`config.mk`:
```
export PLATFORM = sky130hd
export DESIGN_NAME = ped_signal_ctrl_flat
export DESIGN_NICKNAME = d
export VERILOG_FILES = /design/src/rtl/ped_signal_pkg.sv /design/src/rtl/ped_signal_if.sv /design/src/rtl/ped_signal_ctrl_sync.sv /design/src/rtl/ped_signal_ctrl.sv /design/src/flat_wrapper.sv
export SDC_FILE = /design/constraint.sdc
export NUM_CORES = 1
export LEC_CHECK = 0
export CORE_MARGIN = 2
export CORE_UTILIZATION = 40
export DETAILED_ROUTE_END_ITERATION = 6
export HOLD_SLACK_MARGIN = 0.08
export PLACE_DENSITY_LB_ADDON = 0.25
export SYNTH_ARGS = -nofsm -noshare
export SYNTH_HDL_FRONTEND = slang
export SYNTH_SLANG_ARGS = --single-unit
```
`constraint.sdc`:
```
create_clock -name clk -period 1.9 [get_ports clk]
set_clock_uncertainty 0.05 [all_clocks]
set_input_delay 0.19 -clock clk [delete_from_list [all_inputs] [get_ports clk]]
set_output_delay 0.19 -clock clk [all_outputs]
set_load 0.1 [all_outputs]
```
`src/rtl/ped_signal_pkg.sv`:
```
// Shared encodings and defaults for the pedestrian crossing controller.
// The light-legality helper is kept here so any consumer of the light FSM agrees on it.
package ped_signal_pkg;

  typedef enum logic [1:0] {
    DW_STEADY = 2'b00,
    WALK      = 2'b01,
    FLASH     = 2'b10
  } ped_state_e;

  localparam int WALK_TICKS_DEF  = 16;
  localparam int FLASH_TICKS_DEF = 10;
  localparam int CNT_W_DEF       = 5;

  // Odd parity rules out 0 and 2 lamps lit; the AND term rules out all three.
  function automatic logic lights_one_hot(input logic red, input logic yellow, input logic green);
    return (red ^ yellow ^ green) & ~(red & yellow & green);
  endfunction

endpackage

```
`src/rtl/ped_signal_if.sv`:
```
// Bundle between the light FSM / lamp drivers (master) and the crossing controller (slave).
interface ped_signal_if
  import ped_signal_pkg::*;
#(
  parameter int CNT_W = CNT_W_DEF
);
  logic             enable;
  logic             red;
  logic             yellow;
  logic             green;
  logic             ped_button;
  logic             walk;
  logic             dont_walk;
  logic [CNT_W-1:0] countdown;
  logic             req_pending;
  logic             light_fault;

  modport master (
    output enable, red, yellow, green, ped_button,
    input  walk, dont_walk, countdown, req_pending, light_fault
  );

  modport slave (
    input  enable, red, yellow, green, ped_button,
    output walk, dont_walk, countdown, req_pending, light_fault
  );
endinterface

```
`src/rtl/ped_signal_ctrl_sync.sv`:
```
// Two-flop synchroniser for the raw push button followed by a one-clock rising-edge pulse,
// so a button held for any length of time yields a single request.
module button_sync_edge (
  input  logic clk,
  input  logic reset,
  input  logic btn_async,
  output logic rise
);
  logic [1:0] sync_reg;
  logic       prev_reg;

  always_ff @(posedge clk or posedge reset) begin
    if (reset) begin
      sync_reg <= 2'b00;
      prev_reg <= 1'b0;
    end else begin
      sync_reg <= {sync_reg[0], btn_async};
      prev_reg <= sync_reg[1];
    end
  end

  assign rise = sync_reg[1] & ~prev_reg;
endmodule

```
`src/rtl/ped_signal_ctrl.sv`:
```
// Pedestrian WALK / DON'T-WALK controller slaved to the traffic-light FSM outputs.
// WALK is only granted on a red rising edge; loss of red or an illegal light pattern forces DON'T-WALK.
module ped_signal_ctrl
  import ped_signal_pkg::*;
#(
  parameter int WALK_TICKS  = WALK_TICKS_DEF,
  parameter int FLASH_TICKS = FLASH_TICKS_DEF,
  parameter int CNT_W       = CNT_W_DEF
) (
  input  logic        clk,
  input  logic        reset,
  ped_signal_if.slave bus
);
  localparam logic [CNT_W-1:0] WALK_LOAD   = CNT_W'(WALK_TICKS - 1);
  localparam logic [CNT_W-1:0] FLASH_LOAD  = CNT_W'(FLASH_TICKS - 1);
  localparam logic [CNT_W-1:0] FLASH_FIRST = CNT_W'(FLASH_TICKS);

  ped_state_e       state_reg;
  logic [CNT_W-1:0] cnt_reg;
  logic [CNT_W-1:0] countdown_reg;
  logic             walk_reg;
  logic             dont_walk_reg;
  logic             req_pending_reg;
  logic             light_fault_reg;
  logic             red_q_reg;
  logic             flash_phase_reg;

  logic req_edge;
  logic red_rise;
  logic lights_bad;

  button_sync_edge u_btn (
    .clk       (clk),
    .reset     (reset),
    .btn_async (bus.ped_button),
    .rise      (req_edge)
  );

  assign red_rise   = bus.red & ~red_q_reg;
  assign lights_bad = ~lights_one_hot(bus.red, bus.yellow, bus.green);

  always_ff @(posedge clk or posedge reset) begin
    if (reset) begin
      state_reg       <= DW_STEADY;
      cnt_reg         <= '0;
      countdown_reg   <= '0;
      walk_reg        <= 1'b0;
      dont_walk_reg   <= 1'b1;
      req_pending_reg <= 1'b0;
      light_fault_reg <= 1'b0;
      red_q_reg       <= 1'b0;
      flash_phase_reg <= 1'b0;
    end else begin
      red_q_reg <= bus.red;
      if (lights_bad) begin
        light_fault_reg <= 1'b1;
      end

      // The faulting cycle itself already forces the safe lamps, not just later ones.
      if (lights_bad || light_fault_reg) begin
        state_reg     <= DW_STEADY;
        walk_reg      <= 1'b0;
        dont_walk_reg <= 1'b1;
        countdown_reg <= '0;
        if (req_edge) begin
          req_pending_reg <= 1'b1;
        end
      end else begin
        case (state_reg)
          DW_STEADY: begin
            walk_reg      <= 1'b0;
            dont_walk_reg <= 1'b1;
            countdown_reg <= '0;
            if (red_rise && (req_pending_reg || req_edge)) begin
              state_reg       <= WALK;
              cnt_reg         <= WALK_LOAD;
              req_pending_reg <= 1'b0;
              walk_reg        <= 1'b1;
              dont_walk_reg   <= 1'b0;
            end else if (req_edge) begin
              req_pending_reg <= 1'b1;
            end
          end

          WALK: begin
            if (!bus.red) begin
              state_reg     <= DW_STEADY;
              walk_reg      <= 1'b0;
              dont_walk_reg <= 1'b1;
              countdown_reg <= '0;
            end else if (bus.enable) begin
              if (cnt_reg == '0) begin
                state_reg       <= FLASH;
                cnt_reg         <= FLASH_LOAD;
                flash_phase_reg <= 1'b1;
                walk_reg        <= 1'b0;
                dont_walk_reg   <= 1'b1;
                countdown_reg   <= FLASH_FIRST;
              end else begin
                cnt_reg <= cnt_reg - 1'b1;
              end
            end
          end

          FLASH: begin
            if (req_edge) begin
              req_pending_reg <= 1'b1;
            end
            if (!bus.red) begin
              state_reg     <= DW_STEADY;
              walk_reg      <= 1'b0;
              dont_walk_reg <= 1'b1;
              countdown_reg <= '0;
            end else if (bus.enable) begin
              flash_phase_reg <= ~flash_phase_reg;
              if (cnt_reg == '0) begin
                state_reg     <= DW_STEADY;
                dont_walk_reg <= 1'b1;
                countdown_reg <= '0;
              end else begin
                // Decremented count plus one is the current count.
                cnt_reg       <= cnt_reg - 1'b1;
                countdown_reg <= cnt_reg;
                dont_walk_reg <= ~flash_phase_reg;
              end
            end
          end

          default: begin
            state_reg     <= DW_STEADY;
            walk_reg      <= 1'b0;
            dont_walk_reg <= 1'b1;
            countdown_reg <= '0;
          end
        endcase
      end
    end
  end

  assign bus.walk        = walk_reg;
  assign bus.dont_walk   = dont_walk_reg;
  assign bus.countdown   = countdown_reg;
  assign bus.req_pending = req_pending_reg;
  assign bus.light_fault = light_fault_reg;
endmodule
```
`src/flat_wrapper.sv`:
```
// flat-port wrapper written by rule: the top's interface ports become plain ports
module ped_signal_ctrl_flat import ped_signal_pkg::*;
#(
  parameter int WALK_TICKS  = WALK_TICKS_DEF,
  parameter int FLASH_TICKS = FLASH_TICKS_DEF,
  parameter int CNT_W       = CNT_W_DEF
)
  (clk, reset, bus_enable, bus_red, bus_yellow, bus_green, bus_ped_button, bus_walk, bus_dont_walk, bus_countdown, bus_req_pending, bus_light_fault);
  ped_signal_if #(.CNT_W(CNT_W)) bus_i ();
  input  logic clk;
  input  logic reset;
  input wire logic [$bits(bus_i.enable)-1:0] bus_enable;
  input wire logic [$bits(bus_i.red)-1:0] bus_red;
  input wire logic [$bits(bus_i.yellow)-1:0] bus_yellow;
  input wire logic [$bits(bus_i.green)-1:0] bus_green;
  input wire logic [$bits(bus_i.ped_button)-1:0] bus_ped_button;
  output wire logic [$bits(bus_i.walk)-1:0] bus_walk;
  output wire logic [$bits(bus_i.dont_walk)-1:0] bus_dont_walk;
  output wire logic [$bits(bus_i.countdown)-1:0] bus_countdown;
  output wire logic [$bits(bus_i.req_pending)-1:0] bus_req_pending;
  output wire logic [$bits(bus_i.light_fault)-1:0] bus_light_fault;
  assign bus_i.enable = bus_enable;
  assign bus_i.red = bus_red;
  assign bus_i.yellow = bus_yellow;
  assign bus_i.green = bus_green;
  assign bus_i.ped_button = bus_ped_button;
  assign bus_walk = bus_i.walk;
  assign bus_dont_walk = bus_i.dont_walk;
  assign bus_countdown = bus_i.countdown;
  assign bus_req_pending = bus_i.req_pending;
  assign bus_light_fault = bus_i.light_fault;
  ped_signal_ctrl #(.WALK_TICKS(WALK_TICKS), .FLASH_TICKS(FLASH_TICKS), .CNT_W(CNT_W)) u_core (.clk(clk), .reset(reset), .bus(bus_i));
endmodule
```
==> results_dict.tcl <==
set metrics [dict create \
    start_util_pct 42.1 \
    cts_hold_repair.buffers 0 \
    wl_met3_um 88 \
    drt_wl_total_um 3080 \
    synth-seq-cells 21 \
    wl_met1_um 1410 \
    htreeDepth 1 \
    min_path_type "input pin to async pin" \
    ys.flop_type "dfrtp_1" \
    finalMaxSlewViolations 0 \
    power_density_nw_per_um2 477 \
    dr.pass1.iters 4 \
    grt.overflow.total 0 \
    hold_slack_ns 0.0896 \
    grt_setup_unrepaired "yes" \
    yosys-top-cells-count "dfrtp_1, inv_1, a21oi_1, o21ai_0, ha_1" \
    synthSimpleGateAreaFrac_pct 18.2 \
    root_buffer "clkbuf_4" \
    synth_top_family_by_area "compound AO/OA/AOI/OAI gates" \
    die_x_um 60.7 \
    synth_compound_area_share_pct 22.4 \
    path_clk_slew_ns 0.12 \
    grt_max_degree 14 \
    clk_latency_ns 0.29 \
    synth_seq_area_share_pct 41.0 \
    rows 20 \
    vias 1093 \
    fin_area_um2 1790 \
    io_buffers 15 \
    synth_top_area_share_pct 38.9 \
    ir_drop_uv 410 \
    finalCriticalPeriod_ns 1.87 \
    finalWorstSetupSlack_ns 0.0319 \
    power.leakage_nw 0.790 \
    ys_async_sr_fraction_pct 100 \
    clock-sinks 21 \
    hold_viol 0 \
    fin_total_pwr_w 0.000853 \
    cts_tree "built" \
    max_freq_ghz 0.535 \
    synthMuxAreaShare_pct 6.72 \
    synth_edf_count 0 \
    path_max_fanout 5 \
    synth_xor_area_share_pct 0.682 \
    core_um2 3050 \
    synth_top_area_cell "dfrtp_1" \
    die_h_um 60.7 \
    drive_above_1_share_pct 45.5 \
    synth_warnings 0 \
    viasPerCell 5.23 \
    nets 180 \
    yosysMostFrequentCell "dfrtp_1" \
    clk_path_buf_depth 2 \
    area_growth_syn_to_layout_pct 39.0 \
    crit_type "flip-flop to flip-flop" \
    antenna_cells 0 \
    maxCapViolCount 0 \
    synth_area_per_cell_um2 10.4 \
    post_drt_wl_per_cell_um 14.7 \
    pre_cts_slack_ns -0.538 \
    synthAdderAreaFrac_pct 6.82 \
    top_layer_used "met4" \
    slew_headroom_pct 76.8 \
    synth_area_leaders "dfrtp_1, ha_1, mux2_2, a21oi_1, o21ai_0" \
    rr_startpoint "u_core.cnt_reg[1]$_DFFE_PP0P_" \
    setup_viol 0 \
    setup.worst_path.start_class "flip-flop" \
    io_pins 16 \
    hpwlAfterDp_um 2360 \
    dr_wl_met2_um 1560 \
    finalSetupTns_ns 0 \
    critPathArrivalTime_ns 2.01 \
    drtIter0Drc 26 \
    cp-end-kind "flip-flop" \
    status "complete, no violations" \
    synth_fp_nets 137 \
    numCtsBuffers 3 \
    drc 0 \
    yosysUniqueCellTypes 43 \
    syn_inst 123 \
    finalWeightedCongestion 0.835 \
    antenna_found_initial 0 \
    crit_start "u_core.cnt_reg[1]$_DFFE_PP0P_" \
    placedInstanceArea_um2 1680 \
    grt_pass1_wl_um 5040 \
    grt_pass1_vias 1118 \
    finalCritPeriodShare_pct 98.3 \
    syn-cell-area_um2 1280 \
    required_ns 2.04 \
    ant_nets 0 \
    track_usage_pct 18.5 \
    design.die.area_um2 3680 \
    max_slew.worst_pin.slew_ns 0.347 \
]
-- repair_timing --
item | in CTS | in global routing
cloned | 0 | 0
pin swaps | 3 | 7
setup endpoints to repair | 9 | 9
resized for setup | 6 | 18
buffers inserted | 1 | 1
-- power breakdown --
group	switching (W)	internal, W
sequential	0.00000754	0.000456
clock	0.000131	0.0000815
combinational	0.0000802	0.0000970
total	0.000218	0.000635
-- stage by stage --
step,util (%),cells
after floorplan,-,123
after global placement,55.0,203
after detailed placement,55.0,203
after CTS,56.6,208
after global routing,58.5,209
final,58.5,209
-- critical path: stages, from the launching register on --
cell and delay (ns):
dfrtp_1 0.42, inv_2 0.08, ha_4 0.13, or4b_4 0.50
a21oi_4 0.23, o21ai_1 0.09, mux2_4 0.27
-- cell families (layout without fill, tap and decap cells) --
family                     count (synthesis)  in the layout
xor gates and xnor gates                   1              1
muxes                                      7              7
buffers and inverters                     14             56
AOI/OAI and AO/OA                         39             39
and+or+nand+nor                           34             34
adders and majority gates                  7              7
DFF                                       21             21
-- layout by cell type (no fill, tap or decap), types with 2 or more instances in the layout --
cell type         n
nand3_1           2
a31oi_1           2
or3b_4            2
nor3b_1           3
o21ai_0           7
dfrtp_1          17
a21o_1            3
a22o_1            3
clkbuf_4          3
ha_2              3
dfrtp_2           3
a21oi_1           5
mux2_2            4
nor2_1            3
inv_2             4
or4b_4            2
inv_1             5
buf_6             3
buf_4            33
clkdlybuf4s50_1   4
nand2_1           3
ha_4              2
nor3_1            3
o211ai_1          5
a21oi_2           3
ha_1              2
mux2_4            2
nand2b_1          5
nand4_1           2
dlygate4sd2_1     2
nor4_1            2
-- per-layer routing --
metal	global-route usage [%]	up-vias
met5	0	-
met4	5.59	0
met3	2.56	2
met2	31.6	14
met1	24.2	537
li1	-	540
-- layout make-up --
type,count,area [um^2]
clock buffers,4,26.3
fillers,282,1270
inverters,9,33.8
multi-input cells,88,782
flip-flops and latches,21,531
well taps,44,55.1
repair buffers,43,359
-- worst paths after layout --
kind | to | slack [ns] | depth (start not counted)
worst min register to register | u_core.u_btn.sync_reg[1]$_DFF_PP0_ | 0.32 | 0
worst max-delay path | u_core.cnt_reg[1]$_DFFE_PP0P_ | 0.03 | 6
worst min-delay path | u_core.red_q_reg$_DFF_PP0_ | 0.09 | 2
min in group clk | u_core.u_btn.sync_reg[0]$_DFF_PP0_ | 0.28 | 1
worst max register to register | u_core.cnt_reg[1]$_DFFE_PP0P_ | 0.03 | 6
max in group asynchronous | u_core.bus.dont_walk$_DFFE_PP1P_ | 1.14 | 3
No activity file was read; power rests on OpenSTA's default activity.
